--- src/rtl/memory_stage_pkg.sv ---
// Shared encodings for the memory stage: funct3 load/store widths, ResultSrc selects, FSM states.
package memory_stage_pkg;

    localparam logic [2:0] F3_B  = 3'b000;
    localparam logic [2:0] F3_H  = 3'b001;
    localparam logic [2:0] F3_W  = 3'b010;
    localparam logic [2:0] F3_BU = 3'b100;
    localparam logic [2:0] F3_HU = 3'b101;

    localparam logic [1:0] RS_ALU = 2'b00;
    localparam logic [1:0] RS_MEM = 2'b01;
    localparam logic [1:0] RS_PC4 = 2'b10;

    typedef enum logic {
        S_IDLE = 1'b0,
        S_WAIT = 1'b1
    } mem_state_t;

endpackage

--- src/rtl/memory_stage_load_extend.sv ---
// load_extend: selects the addressed byte/half lane of a read word and sign/zero-extends it.
module load_extend
    import memory_stage_pkg::*;
#(
    parameter int D_WIDTH = 32
) (
    input  logic [D_WIDTH-1:0] rdata,
    input  logic [2:0]         funct3,
    input  logic [1:0]         offset,
    output logic [D_WIDTH-1:0] data
);

    logic [4:0]  byte_pos;
    logic [4:0]  half_pos;
    logic [7:0]  lane_b;
    logic [15:0] lane_h;

    // Half lane uses only offset[1]; an odd half offset is ignored rather than straddling lanes.
    assign byte_pos = {offset, 3'b000};
    assign half_pos = {offset[1], 4'b0000};
    assign lane_b   = rdata[byte_pos +: 8];
    assign lane_h   = rdata[half_pos +: 16];

    always_comb begin
        data = rdata;
        case (funct3)
            F3_B:    data = {{(D_WIDTH-8){lane_b[7]}}, lane_b};
            F3_H:    data = {{(D_WIDTH-16){lane_h[15]}}, lane_h};
            F3_BU:   data = {{(D_WIDTH-8){1'b0}}, lane_b};
            F3_HU:   data = {{(D_WIDTH-16){1'b0}}, lane_h};
            default: data = rdata;
        endcase
    end

endmodule

--- src/rtl/memory_stage.sv ---
// memory_stage: issues loads/stores to data memory, stalls on wait states, feeds the M/W register.
// Optional MEM_MISALIGN_CHECK_EN traps misaligned half/word accesses instead of issuing them.
module memory_stage
    import memory_stage_pkg::*;
#(
    parameter int D_WIDTH = 32,
    parameter int A_WIDTH = 5
) (
    input  logic               clk,
    input  logic               rst,
    input  logic               RegWriteM,
    input  logic [1:0]         ResultSrcM,
    input  logic               MemWriteM,
    input  logic [2:0]         funct3M,
    input  logic [D_WIDTH-1:0] ALUResultM,
    input  logic [D_WIDTH-1:0] WriteDataM,
    input  logic [A_WIDTH-1:0] RdM,
    input  logic [D_WIDTH-1:0] PCPlus4M,
    output logic               dmem_req,
    output logic               dmem_we,
    output logic [D_WIDTH-1:0] dmem_addr,
    output logic [D_WIDTH-1:0] dmem_wdata,
    output logic [3:0]         dmem_be,
    input  logic [D_WIDTH-1:0] dmem_rdata,
    input  logic               dmem_ack,
    output logic               RegWriteW,
    output logic [1:0]         ResultSrcW,
    output logic [D_WIDTH-1:0] ReadDataW,
    output logic [D_WIDTH-1:0] ALUResultW,
    output logic [A_WIDTH-1:0] RdW,
    output logic [D_WIDTH-1:0] PCPlus4W,
    output logic               StallM,
    output logic               MisalignM
);

    mem_state_t         state;
    logic               is_load;
    logic               mem_op;
    logic               misalign;
    logic [D_WIDTH-1:0] load_data;

    assign is_load = (ResultSrcM == RS_MEM);
    assign mem_op  = is_load | MemWriteM;

`ifdef MEM_MISALIGN_CHECK_EN
    always_comb begin
        misalign = 1'b0;
        if (mem_op) begin
            case (funct3M)
                F3_H:    misalign = ALUResultM[0];
                F3_HU:   misalign = is_load & ALUResultM[0];
                F3_W:    misalign = |ALUResultM[1:0];
                default: misalign = 1'b0;
            endcase
        end
    end
`else
    assign misalign = 1'b0;
`endif

    // Gating with rst drops the request in the very cycle reset hits, even mid-access.
    assign dmem_req  = !rst && (((state == S_IDLE) && mem_op && !misalign) || (state == S_WAIT));
    assign StallM    = dmem_req && !dmem_ack;
    assign MisalignM = !rst && (state == S_IDLE) && misalign;
    assign dmem_we   = MemWriteM;
    assign dmem_addr = {ALUResultM[D_WIDTH-1:2], 2'b00};

    always_comb begin
        dmem_be    = 4'b0000;
        dmem_wdata = WriteDataM;
        if (MemWriteM) begin
            case (funct3M)
                F3_B: begin
                    dmem_be    = 4'b0001 << ALUResultM[1:0];
                    dmem_wdata = D_WIDTH'({4{WriteDataM[7:0]}});
                end
                F3_H: begin
                    dmem_be    = 4'b0011 << {ALUResultM[1], 1'b0};
                    dmem_wdata = D_WIDTH'({2{WriteDataM[15:0]}});
                end
                F3_W:    dmem_be = 4'b1111;
                default: dmem_be = 4'b0000;
            endcase
        end
    end

    load_extend #(.D_WIDTH(D_WIDTH)) u_load_extend (
        .rdata  (dmem_rdata),
        .funct3 (funct3M),
        .offset (ALUResultM[1:0]),
        .data   (load_data)
    );

    always_ff @(posedge clk or posedge rst) begin
        if (rst) begin
            state <= S_IDLE;
        end else begin
            case (state)
                S_IDLE: if (mem_op && !misalign && !dmem_ack) state <= S_WAIT;
                S_WAIT: if (dmem_ack) state <= S_IDLE;
                default: state <= S_IDLE;
            endcase
        end
    end

    always_ff @(posedge clk or posedge rst) begin
        if (rst) begin
            RegWriteW  <= 1'b0;
            ResultSrcW <= '0;
            ReadDataW  <= '0;
            ALUResultW <= '0;
            RdW        <= '0;
            PCPlus4W   <= '0;
        end else if (StallM || MisalignM) begin
            RegWriteW  <= 1'b0;
            ResultSrcW <= '0;
            ReadDataW  <= '0;
            ALUResultW <= '0;
            RdW        <= '0;
            PCPlus4W   <= '0;
        end else begin
            RegWriteW  <= RegWriteM;
            ResultSrcW <= ResultSrcM;
            ReadDataW  <= is_load ? load_data : '0;
            ALUResultW <= ALUResultM;
            RdW        <= RdM;
            PCPlus4W   <= PCPlus4M;
        end
    end

endmodule

--- config.mk ---
export PLATFORM = sky130hd
export DESIGN_NAME = memory_stage
export DESIGN_NICKNAME = d
export VERILOG_FILES = /design/src/rtl/memory_stage_pkg.sv /design/src/rtl/memory_stage_load_extend.sv /design/src/rtl/memory_stage.sv
export SDC_FILE = /design/constraint.sdc
export NUM_CORES = 1
export LEC_CHECK = 0
export ABC_CLOCK_PERIOD_IN_PS = 3300
export CELL_PAD_IN_SITES_DETAIL_PLACEMENT = 0
export CELL_PAD_IN_SITES_GLOBAL_PLACEMENT = 2
export CORE_MARGIN = 2
export CORE_UTILIZATION = 18
export DETAILED_ROUTE_END_ITERATION = 8
export PLACE_DENSITY = 0.74
export RECOVER_POWER = 25
export SYNTH_ARGS = -nofsm -noshare
export SYNTH_HDL_FRONTEND = slang
export SYNTH_SLANG_ARGS = --single-unit
export TNS_END_PERCENT = 1
--- constraint.sdc ---
create_clock -name clk -period 3.3 [get_ports clk]
set_input_delay 0.66 -clock clk [delete_from_list [all_inputs] [get_ports clk]]
set_output_delay 0.66 -clock clk [all_outputs]
set_load 0.005 [all_outputs]
# Word-level counts from Yosys, hierarchy flattened
# Index checks and enable logic that the tools add are counted.
# classes
muxes	15
shift	4
bitwise_logic	2
reduce_logical	8
n_eq_ne	5
# ops
cell	n
32-bit 2-to-1 mux	5
32-bit one-hot mux with 4 select lines	1
32-bit one-hot mux with 2 select lines	1
32-bit by 6-bit variable part select with 16-bit output	1
32-bit by 6-bit variable part select with 8-bit output	1
4-bit one-hot mux with 3 select lines	1
3-bit == test (second input constant)	2
5-bit 2-to-1 mux	1
1-bit logical AND	4
4-bit 2-to-1 mux	1
1-bit by 2-bit << shifter with 4-bit output (first input constant)	1
2-bit by 2-bit << shifter with 4-bit output (first input constant)	1
3-bit by 1-bit == test with 1-bit output (second input constant)	1
3-bit by 2-bit == test with 1-bit output (second input constant)	1
3-bit zero test	1
1-bit 2-to-1 mux	3
2-bit by 1-bit == test with 1-bit output (second input constant)	1
1-bit zero test	2
2-bit 2-to-1 mux	1
1-bit one-hot mux with 2 select lines	1
1-bit logical OR	1
1-bit inverter	1
1-bit bitwise OR	1
# totals
output_inout_bits	176
inputBits	143
wordCells	41
register_bits	105

# Depth between registers and ports, before layout
# logic_depth
depth_word	7
mapped_depth	6

# By module
# From an unflattened synthesis, not the netlist that was laid out.
# unflattened
cells_unflattened	448
hier_area_um2	4969.8
# modules_own_cells
module	cells_per_inst	area_per_inst_um2	seq_area_each_um2	n_inst
memory_stage	330	4175.3	2627.5	1
load_extend	118	794.5	0.0	1

# Least setup slack after synthesis
# Ideal clock, no wire load.
# synth_timing
kind	input to output
startpoint	in funct3M[2]
endpoint	out dmem_wdata[10]
arrival_ns	1.766
cell_stages	6
path_slack_ns	0.874
n_path_buf	2
required_ns	2.640
path_cell_list	nor2_1 > and2_1 > buf_2 > nor2b_1 > buf_6 > mux2_1
# synth_between
elab_chain_cells	3
elab_cells_between_ends	4
cone_classes	1 x eq/ne; 2 x mux; 1 x reduce/logical
# synth_rtl
item	line	text
start, declared	memory_stage.sv:14	input logic [2:0] funct3M,
3-bit by 1-bit == test with 1-bit output / 3-bit zero test (equally long branches)	memory_stage.sv:72	case (funct3M)
32-bit one-hot mux with 2 select lines *	memory_stage.sv:72	
32-bit 2-to-1 mux *	memory_stage.sv:71	if (MemWriteM) begin
end, declared	memory_stage.sv:22	output logic [D_WIDTH-1:0] dmem_wdata,
# Mark *: on every way between the ends. The rest lies on a longest branch, timed or not.

# Final worst setup path
# layout_timing
startpoint	in funct3M[1]
endpoint	out dmem_wdata[15]
# Same word-level chain as after synthesis.

==> metrics.csv <==
metric,value,unit
pre_cts_slack,0.1449,ns
clk_pin_slew_worst_paths,0.08,ns
cts_tree,yes,
areaGrowthSynthToFinish,75.73,%
post_cts_buffers,0,
synth_seq_area_share,55.51,%
vias_per_cell,3.808,
die-width,166.2,µm
die_area,27610,µm²
clk-insertion-delay-late,0.35,ns
synth-seq-cells,105,
synth_area_per_cell,11.32,µm²
cts_buffers,9,
start_kind,input port,
ys_types,37,
cts_htree_levels,3,
grt_remaining_overflow,0,
coreArea,25910,µm²
cts_root_buf,clkbuf_16,
relSlewSlack,-0.1790,%
portBuffers,315,
layout-drive-gt1-share,7.286,%
final_nets,838,
critPathCaptureType,output port,
first_pass_iters,4,
cellLeakagePower,3.561,nW
routedWlPerCell,16.13,µm
ant_nets,0,
antenna-diode-count,0,
antenna_found_initial,0,
final_cell_mix,"clkdlybuf4s50_1 (314), dfrtp_1 (105), nor2b_1 (84)",
power.total,3.164,mW
wl,16.69,mm
setup_ws,0.1647,ns
critPathSlowestCell,clkdlybuf4s50_1,
io_pins,319,
crit_type,input port to output port,
instances_no_fill,1035,
grt_pass1_wl,25.25,mm
crit_top_cell,clkdlybuf4s50_1,
outcome,finished with violations,
crit_arrival,2.48,ns
grt_max_degree,106,
drt_iter0_drc,191,
vias,3941,
ir_drop,0.2160,mV
row_count,59,
drc,0,
synth_area,4733,µm²
die-height,166.2,µm
rsz0062_at_grt,false,
slew_viol_final,23,
fin_area,8318,µm²
powerDensity,380.3,nW/µm²
final_common_cell,clkdlybuf4s50_1,
hold_buffers,0,
dpl.hpwl,12.97,mm
cts_resized,0,
grtUsageTotal,11.96,%
setup_violations,0,
placed_cell_area,8038,µm²
cp.required,2.64,ns
cts_buffer_depth,2,
cp_max_fo,8,
max_freq,0.3189,GHz
cp_slowest_stage_delay,0.45,ns
place.gp.congestion,0.7428,
min_period_over_period,95.01,%
worst_slew_pin_slew,1.503,ns
cts.sinks,105,
synth_cells,418,
start_util,18.27,%
skew,0.007828,ns
hold_class,flip-flop to flip-flop,
grt_pass1_vias,4131,
crit_chain,clkdlybuf4s50_1 > nor2_1 > and2_1 > nor2b_1 > buf_4 > mux2_1 > clkdlybuf4s50_1,
maxCapViolations,0,
ys_warn_count,0,
tns,0,ns
hold_viol,0,
placed_cells,1019,
fin_crit,3.135,ns
violations,max-slew violations,
[cell type report]
type,instances,area [µm²]
Fill cell,2666,17590
Timing Repair Buffer,332,3306
Sequential cell,105,2628
Multi-Input combinational cell,244,1658
Tap cell,335,419.2
Clock buffer,9,225.2
Clock inverter,7,67.56
Inverter,3,15.01
[stage by stage]
step | util, % | hold WS, ns
global placement | 31.02 | 0.5234
floorplan | - | 0.4793
detailed placement | 31.02 | 0.5371
CTS | 32.15 | 0.5592
global route | 32.10 | 0.6054
finish | 32.10 | 0.5508
[worst paths after layout]
path	start	slack, ns	endpoint	depth (start not counted)
hold / removal	state$_DFF_PP0_	0.55	state$_DFF_PP0_	2
hold reg to reg	state$_DFF_PP0_	0.55	state$_DFF_PP0_	2
min in group asynchronous	rst	1.44	ReadDataW[15]$_DFF_PP0_	3
max in group asynchronous	rst	0.87	ReadDataW[7]$_DFF_PP0_	3
setup / recovery	funct3M[1]	0.16	dmem_wdata[15]	7
setup reg to reg	state$_DFF_PP0_	1.62	PCPlus4W[11]$_DFF_PP0_	4
[power by group]
| group | internal, mW | switching [mW] |
|---|---|---|
| registers | 1.36 | 0.0193 |
| clock network | 0.536 | 0.547 |
| logic | 0.444 | 0.255 |
| total | 2.34 | 0.822 |
[routing by layer]
layer	wire [µm]	vias to the layer above	GRT usage, %
li1	-	1883	-
met1	6557	1834	13.58
met2	8308	209	20.84
met3	1587	15	4.409
met4	238	0	3.819
met5	0	-	0
[cells by family (layout without fill, tap and decap cells)]
| group | count (synthesis) | after routing | synth area share (%) |
|---|---|---|---|
| simple gates | 159 | 159 | 19.35 |
| flops | 105 | 105 | 55.51 |
| buf+inv | 71 | 351 | 9.754 |
| compound gates | 48 | 48 | 7.587 |
| mux | 34 | 34 | 7.719 |
| other cells | 1 | 3 | 0.07923 |
[synth_stat cells]
library cell / n / area [µm²]
buf_2: 5 / 25.02
or2b_1: 1 / 7.510
buf_4: 44 / 330.3
mux2_4: 1 / 15.01
a221o_1: 1 / 10.01
nand2_1: 24 / 90.09
nand3_1: 6 / 30.03
o311a_1: 8 / 80.08
conb_1: 1 / 3.750
nand2b_1: 9 / 56.30
nor3b_1: 1 / 7.510
o21ai_0: 2 / 10.01
dfrtp_1: 105 / 2628
nor3b_2: 2 / 25.02
inv_1: 2 / 7.510
o21ai_1: 1 / 5.000
o311ai_4: 1 / 26.28
o21bai_1: 1 / 7.510
mux2_1: 16 / 180.2
o221a_1: 1 / 11.26
a21oi_1: 19 / 95.09
o21ba_1: 1 / 10.01
nor3_1: 1 / 5.000
nor2b_1: 84 / 525.5
mux2i_1: 17 / 170.2
and2_1: 1 / 6.260
o22ai_1: 7 / 43.79
o211a_1: 6 / 60.06
nor2_1: 17 / 63.81
nor3b_4: 1 / 18.77
clkbuf_1: 15 / 56.30
buf_6: 3 / 33.78
nand2_2: 10 / 62.56
nor3_2: 1 / 10.01
inv_2: 1 / 3.750
clkbuf_2: 1 / 5.000
nand3b_1: 1 / 7.510
[flip-flops by register name, summed over array words and instances, names as in the netlist]
register,flops
ResultSrcW,2
RegWriteW,1
ReadDataW,32
PCPlus4W,32
RdW,5
state,1
ALUResultW,32
[worst max-delay path, delay by kind of cell]
kind                   cells  cell delay (ns)
buffers and inverters      3             1.07
multiplexers               1             0.34
AND/OR/NAND/NOR            3             0.41
(Power assumes the default switching activity.)
